File: config.mk
export PLATFORM = sky130hd
export DESIGN_NAME = wt_mem_req_arbiter
export DESIGN_NICKNAME = d
export VERILOG_FILES = /design/src/rtl/wt_mem_req_arbiter.sv
export SDC_FILE = /design/constraint.sdc
export NUM_CORES = 1
export LEC_CHECK = 0
export ABC_AREA = 0
export BUFFER_PORTS_ARGS = -buffer_cell sky130_fd_sc_hd__buf_2
export CORE_AREA = 2 2 307 309
export CTS_CLUSTER_DIAMETER = 60
export DETAILED_ROUTE_END_ITERATION = 10
export DIE_AREA = 0 0 309 311
export GPL_TIMING_DRIVEN = 0
export PLACE_DENSITY = 0.3
export SLEW_MARGIN = 20
export SYNTH_ARGS = -nofsm -noshare
export SYNTH_HDL_FRONTEND = slang
export SYNTH_SLANG_ARGS = --single-unit
File: constraint.sdc
create_clock -name clk_i -period 5.8 [get_ports clk_i]
set_clock_uncertainty 0.05 [all_clocks]
set_input_delay 0 -clock clk_i [delete_from_list [all_inputs] [get_ports clk_i]]
set_output_delay 0 -clock clk_i [all_outputs]
set_load 0.005 [all_outputs]
File: src/rtl/wt_mem_req_arbiter.sv
// Round-robin arbiter sharing the WT cache memory request channel between I$ and D$.
// Build option WT_ARB_DCACHE_PRIO_EN: fixed D$ priority instead of round-robin.
module wt_mem_req_arbiter #(
    parameter int unsigned ReqDataWidth   = 256,
    parameter int unsigned MaxOutstanding = 4,
    parameter int unsigned CntWidth       = $clog2(MaxOutstanding + 1)
) (
    input  logic                    clk_i,
    input  logic                    rst_ni,
    input  logic                    ic_req_i,
    output logic                    ic_ack_o,
    input  logic [ReqDataWidth-1:0] ic_data_i,
    input  logic                    dc_req_i,
    output logic                    dc_ack_o,
    input  logic [ReqDataWidth-1:0] dc_data_i,
    output logic                    mem_req_o,
    input  logic                    mem_ack_i,
    output logic [ReqDataWidth-1:0] mem_data_o,
    output logic                    mem_src_o,
    input  logic                    mem_rtrn_vld_i,
    input  logic                    mem_rtrn_src_i,
    output logic                    ic_rtrn_vld_o,
    output logic                    dc_rtrn_vld_o,
    output logic [CntWidth-1:0]     ic_outstanding_o,
    output logic [CntWidth-1:0]     dc_outstanding_o,
    output logic                    idle_o,
    output logic                    err_o
);

    typedef enum logic [1:0] {
        IDLE,
        GNT_IC,
        GNT_DC
    } state_e;

    localparam logic [CntWidth-1:0] MaxCnt = CntWidth'(MaxOutstanding);

    state_e              state_q, state_d;
    logic [CntWidth-1:0] ic_cnt_q, ic_cnt_d;
    logic [CntWidth-1:0] dc_cnt_q, dc_cnt_d;
    logic                err_q, err_d;
    logic                ic_elig, dc_elig;
    logic                prefer_dc;

    assign ic_elig = ic_req_i && (ic_cnt_q < MaxCnt);
    assign dc_elig = dc_req_i && (dc_cnt_q < MaxCnt);

`ifdef WT_ARB_DCACHE_PRIO_EN
    assign prefer_dc = 1'b1;
`else
    logic last_dc_q, last_dc_d;

    // Reset points at D$ so the I$ wins the first tie.
    always_comb begin
        last_dc_d = last_dc_q;
        if (ic_ack_o) begin
            last_dc_d = 1'b0;
        end else if (dc_ack_o) begin
            last_dc_d = 1'b1;
        end
    end

    always_ff @(posedge clk_i or negedge rst_ni) begin
        if (!rst_ni) begin
            last_dc_q <= 1'b1;
        end else begin
            last_dc_q <= last_dc_d;
        end
    end

    assign prefer_dc = !last_dc_q;
`endif

    always_comb begin
        state_d    = state_q;
        mem_req_o  = 1'b0;
        mem_data_o = '0;
        mem_src_o  = 1'b0;
        ic_ack_o   = 1'b0;
        dc_ack_o   = 1'b0;
        unique case (state_q)
            IDLE: begin
                if (ic_elig && dc_elig) begin
                    state_d = prefer_dc ? GNT_DC : GNT_IC;
                end else if (ic_elig) begin
                    state_d = GNT_IC;
                end else if (dc_elig) begin
                    state_d = GNT_DC;
                end
            end
            GNT_IC: begin
                mem_req_o  = 1'b1;
                mem_data_o = ic_data_i;
                if (mem_ack_i) begin
                    ic_ack_o = 1'b1;
                    state_d  = IDLE;
                end
            end
            GNT_DC: begin
                mem_req_o  = 1'b1;
                mem_data_o = dc_data_i;
                mem_src_o  = 1'b1;
                if (mem_ack_i) begin
                    dc_ack_o = 1'b1;
                    state_d  = IDLE;
                end
            end
            default: begin
                state_d = IDLE;
            end
        endcase
    end

    assign ic_rtrn_vld_o = mem_rtrn_vld_i && !mem_rtrn_src_i;
    assign dc_rtrn_vld_o = mem_rtrn_vld_i && mem_rtrn_src_i;

    // A return against an empty counter is a protocol error, never a wrap.
    function automatic logic [CntWidth-1:0] next_cnt(
        input logic [CntWidth-1:0] cnt,
        input logic                inc,
        input logic                dec
    );
        logic [CntWidth-1:0] res;
        res = cnt;
        if (inc && !dec) begin
            res = cnt + CntWidth'(1);
        end else if (dec && !inc && (cnt != '0)) begin
            res = cnt - CntWidth'(1);
        end
        return res;
    endfunction

    always_comb begin
        ic_cnt_d = next_cnt(ic_cnt_q, ic_ack_o, ic_rtrn_vld_o);
        dc_cnt_d = next_cnt(dc_cnt_q, dc_ack_o, dc_rtrn_vld_o);
        err_d    = err_q
                 | (ic_rtrn_vld_o && (ic_cnt_q == '0))
                 | (dc_rtrn_vld_o && (dc_cnt_q == '0))
                 | ((state_q == GNT_IC) && !ic_req_i)
                 | ((state_q == GNT_DC) && !dc_req_i);
    end

    always_ff @(posedge clk_i or negedge rst_ni) begin
        if (!rst_ni) begin
            state_q  <= IDLE;
            ic_cnt_q <= '0;
            dc_cnt_q <= '0;
            err_q    <= 1'b0;
        end else begin
            state_q  <= state_d;
            ic_cnt_q <= ic_cnt_d;
            dc_cnt_q <= dc_cnt_d;
            err_q    <= err_d;
        end
    end

    assign ic_outstanding_o = ic_cnt_q;
    assign dc_outstanding_o = dc_cnt_q;
    assign idle_o = (state_q == IDLE) && (ic_cnt_q == '0) && (dc_cnt_q == '0);
    assign err_o  = err_q;

endmodule

==> results.sh <==
export IMPL_timing_reg2reg_setup_slack_ps=3270
export IMPL_grt_usage=0.129
export IMPL_ir_worst_vdd_v=0.000112
export IMPL_cts_sinks=10
export IMPL_viasPerCell=3.21
export IMPL_post_cts_resized=0
export IMPL_yosysSeqAreaShare=0.0551
export IMPL_post_place_ws_ps=2650
export IMPL_crit_path_end_kind="output port"
export IMPL_hpwl_um=61000
export IMPL_syn_area_mm2=0.00456
export IMPL_rows=112
export IMPL_yosysWarnings=0
export IMPL_synth_most_common_cell="nor2b_1"
export IMPL_netlist_instances=663
export IMPL_synth_nets=1187
export IMPL_dr_pass1_iters=5
export IMPL_slew_headroom=0.243
export IMPL_crit_fanout=11
export IMPL_drc=0
export IMPL_io_pins=789
export IMPL_die_h_um=311
export IMPL_clk_pin_slew_worst_paths_ps=40
export IMPL_period_needed_ps=3270
export IMPL_p_per_area_mw_per_mm2=382
export IMPL_switchingPower_mw=2.34
export IMPL_clk_path_buf_depth=2
export IMPL_swShare=0.600
export IMPL_routed_wl_um=66600
export IMPL_arrival_ps=3220
export IMPL_setup_viol=0
export IMPL_drv_cap=0
export IMPL_holdWs_ps=27.9
export IMPL_tightestPinTransition_ps=1140
export IMPL_num_vias=8749
export IMPL_setup_ws_ps=2530
export IMPL_fin_nets=1982
export IMPL_synth_edf_count=0
export IMPL_clk_root_buffer_cell="clkbuf_16"
export IMPL_place_area_mm2=0.0101
export IMPL_grt_setup_unrepaired="false"
export IMPL_synth_top_area_share=0.421
export IMPL_htree_levels=1
export IMPL_die_area_mm2=0.0961
export IMPL_antenna_found_initial=20
export IMPL_synth_area_leader_cell="a22oi_1"
export IMPL_hold_viol_final=0
export IMPL_first_global_vias=8936
export IMPL_p_int_mw=1.56
export IMPL_worst_endpoint_required_ps=5750
export IMPL_path_class="reg -> out"
export IMPL_min_period_over_period=0.563
export IMPL_grt_pass1_wl_um=83400
export IMPL_fin_tns_setup_ps=0
export IMPL_hold_path_class="in -> reg"
export IMPL_cts_tree="done"
export IMPL_status="completed"
export IMPL_leakagePower_nw=4.84
export IMPL_pwr_share_clk=0.036
export IMPL_cts_buffers=3
export IMPL_p_seq_frac=0.036
export IMPL_synth_area_leaders="a22oi_1, nor2b_1, buf_2"
export IMPL_drive_gt1_frac=0.584
export IMPL_yosysUniqueCellTypes=36
export IMPL_pwr_share_comb=0.928
export IMPL_synthArstFlopShare=1.00
export IMPL_worstSkewPairLatency_ps=240
export IMPL_ys_seq_elements=10
export IMPL_synthFlopType="dfrtp_1"
export IMPL_die_w_um=309
export IMPL_drv_slew=0
export IMPL_port_buffers=788
export IMPL_start_util=0.0492
export IMPL_routedWlPerCell_um=24.5
export IMPL_area_growth_pct=124
export IMPL_routabilityCongestion=0.882
export IMPL_design_area_mm2=0.0102
export IMPL_cp_start_kind="flop"
export IMPL_synth_common_cells="nor2b_1, a22oi_1, buf_2"
export IMPL_drtIter0Drc=534
export IMPL_overflow=0
export IMPL_coreArea_mm2=0.0928
export IMPL_ant_nets=0
export IMPL_syn_mean_instance_area_um2=6.88
export IMPL_grt_max_degree=11
export IMPL_fmax_mhz=306
logic make-up (layout without fill, tap and decap cells):
kind of cell	count (synthesis)	after routing	synth area share
multiplexers	3	3	0.00823
other	0	11	0
adder cells (fa/ha/maj)	5	5	0.0170
buffers and inverters	96	890	0.0936
flip-flops	10	10	0.0551
AO/OA/AOI/OAI	270	270	0.442
XOR/XNOR	2	2	0.00384
AND/OR/NAND/NOR	277	277	0.380
registers in the layout (all words and copies together) (netlist names):
| register | count |
|---|---|
| dc_outstanding_o | 3 |
| last_dc_q | 1 |
| ic_outstanding_o | 3 |
| state_q | 2 |
| err_o | 1 |
layout by cell type, fill, tap and decap left out, drive strengths merged:
cell,instances
and2,2
xnor2,1
nor2b,257
ha,3
nor3,4
a211oi,1
or2b,1
inv,9
dfstp,1
mux2,3
dlygate4sd3,2
a211o,1
nand2b,3
fa,2
nor2,3
nand2,3
o21ai,2
dfrtp,9
xor2,1
nor4,1
a21o,1
buf,835
clkbuf,44
o22ai,1
a21oi,4
o32ai,2
o31a,1
nand3,2
o211ai,1
and3,1
a22oi,256
diode,11
critical path: stages, from the launching register on:
cell      delay, ps
dfrtp_1         340
inv_1            70
ha_1            170
clkbuf_2        280
clkbuf_2        470
buf_2           420
a22oi_1         910
nor2b_1          80
buf_2           200
worst paths after layout:
check	startpoint	depth (start not counted)	end
max in group asynchronous	rst_ni	2	last_dc_q$_DFFE_PN1P_
worst max-delay path	state_q[1]$_DFFE_PN0P_	8	mem_data_o[139]
min in group asynchronous	rst_ni	2	dc_outstanding_o[0]$_DFFE_PN0P_
worst min-delay path	mem_ack_i	3	last_dc_q$_DFFE_PN1P_
worst max register to register	state_q[1]$_DFFE_PN0P_	11	ic_outstanding_o[2]$_DFFE_PN0P_
worst min register to register	err_o$_DFF_PN0_	1	err_o$_DFF_PN0_
power by group through the flow:
stage	registers (mW)	clock network, mW	logic [mW]
floorplan	0.135	0	1.70
global placement	0.143	0	3.73
detailed placement	0.141	0	3.72
CTS	0.141	0.143	3.73
global route	0.146	0.146	3.93
finish	0.140	0.139	3.62
layer usage:
| layer | vias to the layer above | share of wire | GRT usage |
|---|---|---|---|
| li1 | 4050 | - | - |
| met3 | 50 | 0.078 | 0.0313 |
| met5 | - | 0.00092 | 0 |
| met2 | 520 | 0.45 | 0.205 |
| met1 | 4119 | 0.46 | 0.174 |
| met4 | 10 | 0.018 | 0.0301 |
what timing repair did:
action / CTS / global route
endpoints found under the hold margin: 11 / 0
hold buffers: 2 / 0
buffers inserted: 0 / 0
cell type report:
cell class,count,area [µm²]
diodes,11,27.5
well taps,1254,1570
flip-flops and latches,10,251
inverters,9,33.8
multi-input cells,557,3880
plain buffers,87,395
repair buffers,790,3960
clock buffers,4,88.8
fillers,11100,82600
per-stage QoR:
stage / total power [mW] / std cells / util
after global placement: 3.87 / 2705 / 0.109
after global routing: 4.22 / 2720 / 0.110
after CTS: 4.02 / 2711 / 0.110
after detailed placement: 3.86 / 2705 / 0.109
final: 3.90 / 2722 / 0.110
after floorplan: 1.84 / 663 / -
(Power assumes the default switching activity.)
